[config.mk]
export PLATFORM = sky130hd
export DESIGN_NAME = measurement_sequencer
export DESIGN_NICKNAME = d
export VERILOG_FILES = /design/src/rtl/measurement_sequencer.sv
export SDC_FILE = /design/constraint.sdc
export NUM_CORES = 1
export LEC_CHECK = 0
export ABC_AREA = 1
export BUFFER_PORTS_ARGS = -buffer_cell sky130_fd_sc_hd__clkbuf_2
export CAP_MARGIN = 30
export CELL_PAD_IN_SITES_DETAIL_PLACEMENT = 1
export CELL_PAD_IN_SITES_GLOBAL_PLACEMENT = 2
export CORE_AREA = 3 3 97 99
export DETAILED_ROUTE_END_ITERATION = 7
export DIE_AREA = 0 0 100 102
export GPL_TIMING_DRIVEN = 0
export HOLD_SLACK_MARGIN = 0.06
export PLACE_DENSITY_LB_ADDON = 0.05
export SYNTH_ARGS = -nofsm -noshare
export SYNTH_HDL_FRONTEND = slang
export SYNTH_SLANG_ARGS = --single-unit
export TNS_END_PERCENT = 1
[constraint.sdc]
create_clock -name clk -period 2.2 [get_ports clk]
set_input_delay 0.55 -clock clk [delete_from_list [all_inputs] [get_ports clk]]
set_output_delay 0.55 -clock clk [all_outputs]
set_load 0.02 [all_outputs]
[src/rtl/measurement_sequencer.sv]
// Measurement sequencer: turns selector command pulses into ADC conversion
// starts, captures the result, and streams it to the UART as two bytes (MSB first).
module measurement_sequencer #(
  parameter int DATA_W         = 12,
  parameter int TIMEOUT_CYCLES = 100000
) (
  input  logic              clk,
  input  logic              rst,
  input  logic              cmd_sample,
  input  logic              cmd_send,
  input  logic              cmd_reset,
  input  logic              adc_done,
  input  logic [DATA_W-1:0] adc_data,
  input  logic              tx_busy,
  output logic              adc_start,
  output logic              tx_start,
  output logic [7:0]        tx_data,
  output logic [DATA_W-1:0] sample,
  output logic              sample_valid,
  output logic              busy,
  output logic              err_timeout,
  output logic [7:0]        sample_count
);

  // Wide enough to hold TIMEOUT_CYCLES-1 even for tiny timeouts.
  localparam int TW = $clog2(TIMEOUT_CYCLES + 1);
  localparam logic [TW-1:0] T_MAX = TW'(TIMEOUT_CYCLES - 1);

  typedef enum logic [2:0] {
    IDLE, START, CONV, TX_HI, WAIT_HI, TX_LO, WAIT_LO
  } state_t;

  state_t          state, state_nxt;
  logic [TW-1:0]   timer, timer_nxt;
  logic            first, first_nxt;   // first WAIT_* cycle: UART has not raised busy yet

  logic              adc_start_nxt, tx_start_nxt, sample_valid_nxt;
  logic              busy_nxt, err_timeout_nxt;
  logic [7:0]        tx_data_nxt, sample_count_nxt;
  logic [DATA_W-1:0] sample_nxt;
  logic [15:0]       sample_ext;

  assign sample_ext = 16'(sample);

  // State register plus internal timing registers.
  always_ff @(posedge clk or posedge rst) begin
    if (rst) begin
      state <= IDLE;
      timer <= '0;
      first <= 1'b0;
    end else begin
      state <= state_nxt;
      timer <= timer_nxt;
      first <= first_nxt;
    end
  end

  // Next-state logic; cmd_reset overrides everything.
  always_comb begin
    state_nxt = state;
    if (cmd_reset) begin
      state_nxt = IDLE;
    end else begin
      case (state)
        IDLE: begin
          if (cmd_sample)                     state_nxt = START;
          else if (cmd_send && sample_valid)  state_nxt = TX_HI;
        end
        START:   state_nxt = CONV;
        CONV:    if (adc_done || timer == T_MAX) state_nxt = IDLE;
        TX_HI:   if (!tx_busy) state_nxt = WAIT_HI;
        WAIT_HI: if (!first && !tx_busy) state_nxt = TX_LO;
        TX_LO:   if (!tx_busy) state_nxt = WAIT_LO;
        WAIT_LO: if (!first && !tx_busy) state_nxt = IDLE;
        default: state_nxt = IDLE;
      endcase
    end
  end

  // Next values of the registered outputs; pulses are raised one cycle
  // early so they appear in the cycle the FSM sits in the matching state.
  always_comb begin
    adc_start_nxt    = 1'b0;
    tx_start_nxt     = 1'b0;
    tx_data_nxt      = tx_data;
    sample_nxt       = sample;
    sample_valid_nxt = sample_valid;
    err_timeout_nxt  = err_timeout;
    sample_count_nxt = sample_count;
    timer_nxt        = timer;
    first_nxt        = 1'b0;
    busy_nxt         = (state_nxt != IDLE);
    if (cmd_reset) begin
      tx_data_nxt      = '0;
      sample_nxt       = '0;
      sample_valid_nxt = 1'b0;
      err_timeout_nxt  = 1'b0;
      sample_count_nxt = '0;
      timer_nxt        = '0;
    end else begin
      case (state)
        IDLE:  adc_start_nxt = cmd_sample;
        START: timer_nxt = '0;
        CONV: begin
          timer_nxt = timer + 1'b1;
          if (adc_done) begin
            sample_nxt       = adc_data;
            sample_valid_nxt = 1'b1;
            err_timeout_nxt  = 1'b0;
            sample_count_nxt = sample_count + 8'd1;
          end else if (timer == T_MAX) begin
            err_timeout_nxt  = 1'b1;
          end
        end
        TX_HI: if (!tx_busy) begin
          tx_start_nxt = 1'b1;
          tx_data_nxt  = sample_ext[15:8];
          first_nxt    = 1'b1;
        end
        TX_LO: if (!tx_busy) begin
          tx_start_nxt = 1'b1;
          tx_data_nxt  = sample_ext[7:0];
          first_nxt    = 1'b1;
        end
        default: ;
      endcase
    end
  end

  // Output registers.
  always_ff @(posedge clk or posedge rst) begin
    if (rst) begin
      adc_start    <= 1'b0;
      tx_start     <= 1'b0;
      tx_data      <= '0;
      sample       <= '0;
      sample_valid <= 1'b0;
      busy         <= 1'b0;
      err_timeout  <= 1'b0;
      sample_count <= '0;
    end else begin
      adc_start    <= adc_start_nxt;
      tx_start     <= tx_start_nxt;
      tx_data      <= tx_data_nxt;
      sample       <= sample_nxt;
      sample_valid <= sample_valid_nxt;
      busy         <= busy_nxt;
      err_timeout  <= err_timeout_nxt;
      sample_count <= sample_count_nxt;
    end
  end

endmodule

==> reports/results.ini <==
[run_status]
status = completed

[critical_path]
crit_fanout = 4
reg2regPathDepth = 8
timing.rr.start = timer[1]
reg2reg_slack_ps = 590
critical_path_required_ps = 2420
reg2reg_to = timer[14]
critPathArrivalTime_ps = 1830
path_class = flop to flop
endpoint_kind = flop
worstSetupStartpointType = flop

[power_and_ir_drop]
intPower_w = 0.00128
power_w = 0.00177
leakage_nw = 1.65
pwr-share-clk_pct = 31.9
vdd_drop_max_mv = 0.231
sequentialPowerShare_pct = 56.8
p_per_area_mw_per_mm2 = 539
comb_power_share_pct = 11.2
netSwitchingPower_w = 0.000489
switching_share_pct = 27.6

[global_route]
antenna_found_initial = 0
grtUsageMet1_pct = 19.3
grt_pass1_vias = 2628
met3_usage_pct = 3.41
grt_pass1_wl_mm = 12.9
grt_max_degree = 28
grt_overflow_total = 0
grt_busiest_layer = met2
grtUsageMet2_pct = 28.9
grt_usage_pct = 15.9

[floorplan]
die-area_mm2 = 0.0102
coreArea_mm2 = 0.00864
rows = 34
initial_core_util_pct = 32.0
io_pins = 52
die_h_um = 102
die_x_um = 100

[drt]
drtIter0Drc = 41
vias = 2458
ant_nets = 0
drc = 0
vias_per_cell = 4.86
avgRoutedWirePerCell_um = 14.8
drt-total-wl_mm = 7.47
first_pass_iters = 4

[placed_design]
hpwl_mm = 5.87
numPortBuffers = 51
dp_cells = 498
placed_cell_area_mm2 = 0.00320
dp_slack_ps = 417
gp_congestion = 0.789

[clock_tree]
clk_latency_ps = 310
cts_hold_buffers = 0
cts_setup_buffers = 0
cts_tree = done
cts.clk_slew.worst_paths_ps = 110
cts-resized-gates = 0
h-tree-depth = 2
clock-sinks = 53
numCtsBuffers = 5
clock_path_buffers = 2
clock-root-buffer = clkbuf_8

[worst_hold_path]
hold_path_class = input pin to asynchronous set/reset pin

[timing]
final.setup_skew_ps = 16.5
worst_pin_slew_ps = 401
layout_min_cycle_time_ps = 1610
fmax_mhz = 621
setup_ws_ps = 588
relSlewSlack_pct = 73.1
rsz0062_at_grt = false
finalCritPeriodShare_pct = 73.3
setup_viol = 0
drv_slew = 0
hold_violations = 0

[finish]
postLayoutCellArea_mm2 = 0.00328
area_delta_synth_final_pct = 18.7
final_cells = 506
utilization_pct = 38.0
fillers = 1097
antenna_cells = 0
layout-drive-gt1-share_pct = 22.6
nNetsFinal = 418

[yosys]
syn_nets = 358
synth_cells = 337
yosysWarnings = 0
ys_types = 35
ys_ff_latch = 53
ys_seq_area_share_pct = 47.9
netlist_area_mm2 = 0.00277
synth.avg_cell_area_um2 = 8.21

[run]
maxCapViolations = 0

-- through the flow --
step	setup TNS, ps	hold WS [ps]
after floorplan	0	492
after global placement	-27230	508
after detailed placement	0	516
after CTS	0	242
after global routing	0	257
final	0	252
-- logic make-up (layout without fill, tap and decap cells) --
kind of cell               Yosys count  count (layout)  synth area share [%]
buffers and inverters               55             116                  8.91
xor gates and xnor gates             3               3                 0.950
and+or+nand+nor                    163             163                  27.2
AOI/OAI and AO/OA                   61              61                  14.1
DFF                                 53              53                  47.9
adders and majority gates            2               2                 0.904
-- state kept, by name, summed over array words and instances, names as in the netlist --
register      count
adc_start         1
sample_count      8
busy              1
sample           12
sample_valid      1
err_timeout       1
timer            17
tx_data           8
tx_start          1
state             3
-- cells in the final DEF, fill, tap and decap left out, types with 2 or more instances in the layout --
| cell | Yosys | final |
|---|---|---|
| nand2_1 | 79 | 79 |
| dfrtp_1 | 53 | 53 |
| clkbuf_2 | 0 | 51 |
| inv_1 | 44 | 43 |
| nor2_1 | 33 | 33 |
| nand3_1 | 28 | 28 |
| o21ai_0 | 26 | 26 |
| a22o_1 | 9 | 9 |
| o22ai_1 | 7 | 7 |
| nand4_1 | 6 | 6 |
| a21oi_1 | 6 | 6 |
| clkbuf_8 | 0 | 5 |
| inv_2 | 3 | 4 |
| buf_6 | 4 | 4 |
| nand3_2 | 4 | 4 |
| a22o_2 | 4 | 4 |
| or2_2 | 4 | 4 |
| nor3_1 | 3 | 3 |
| a31oi_1 | 3 | 3 |
| o21bai_1 | 2 | 2 |
| xnor2_1 | 2 | 2 |
| ha_1 | 2 | 2 |
| clkinvlp_4 | 0 | 2 |
| buf_12 | 0 | 2 |
-- layer usage --
metal	up-vias	wire length [µm]
met5	-	0
met1	1192	3310
met4	0	40
met3	2	252
li1	1232	-
met2	32	3870
-- worst max-delay path, cell delays in order (launching register included) --
cell	delay, ps
dfrtp_1	400
ha_1	220
nand2_1	70
nor2_1	240
nand3_1	210
nor2_1	170
nand3b_1	90
nand2_1	70
nand2_1	50
-- cell usage after synthesis --
library cell / n / share of area, %
nand2_1: 79 / 11
dfrtp_1: 53 / 48
inv_1: 44 / 6.0
nor2_1: 33 / 4.5
nand3_1: 28 / 5.1
o21ai_0: 26 / 4.7
a22o_1: 9 / 2.8
o22ai_1: 7 / 1.6
a21oi_1: 6 / 1.1
nand4_1: 6 / 1.4
a22o_2: 4 / 1.4
buf_6: 4 / 1.6
nand3_2: 4 / 1.4
or2_2: 4 / 0.90
a31oi_1: 3 / 0.68
inv_2: 3 / 0.41
nor3_1: 3 / 0.54
ha_1: 2 / 0.90
o21bai_1: 2 / 0.54
xnor2_1: 2 / 0.63
buf_2: 1 / 0.18
clkinv_2: 1 / 0.18
clkinv_4: 1 / 0.32
inv_4: 1 / 0.23
nand2_4: 1 / 0.41
nand3_4: 1 / 0.63
nand3b_1: 1 / 0.27
nor2_4: 1 / 0.41
nor2_8: 1 / 0.72
nor4_1: 1 / 0.23
o21ai_1: 1 / 0.18
o21ai_2: 1 / 0.32
o22ai_2: 1 / 0.45
o31ai_1: 1 / 0.27
xor2_1: 1 / 0.32
-- how the worst max path moves through the flow --
stage / startpoint / to / slack [ps] / depth (start not counted)
global placement: rst / sample[6] / -520 / 2
global route: timer[1] / timer[14] / 270 / 8
detailed placement: cmd_reset / tx_data[4] / 420 / 5
floorplan: rst / adc_start / 360 / 1
finish: timer[1] / timer[14] / 590 / 8
CTS: timer[1] / timer[14] / 570 / 8
-- power groups by stage --
stage	registers (W)	logic (W)	clock network, W
after global placement	0.00103	0.000194	0
after detailed placement	0.00103	0.000206	0
final	0.00101	0.000199	0.000565
after global routing	0.00101	0.000224	0.000628
after floorplan	0.00104	0.000109	0
after CTS	0.00101	0.000206	0.000607
-- area by class of cell --
class	instances	area (µm²)	area share (%)
multi-input combinational	229	1190	36.3
inverter	50	196	5.98
timing repair buffer	53	295	8.99
sequential	53	1330	40.4
tap	108	135	4.11
buffer	5	50.0	1.52
clock inverter	2	15.0	0.457
clock buffer	6	72.6	2.21
Power figures use the tool's default switching activity.
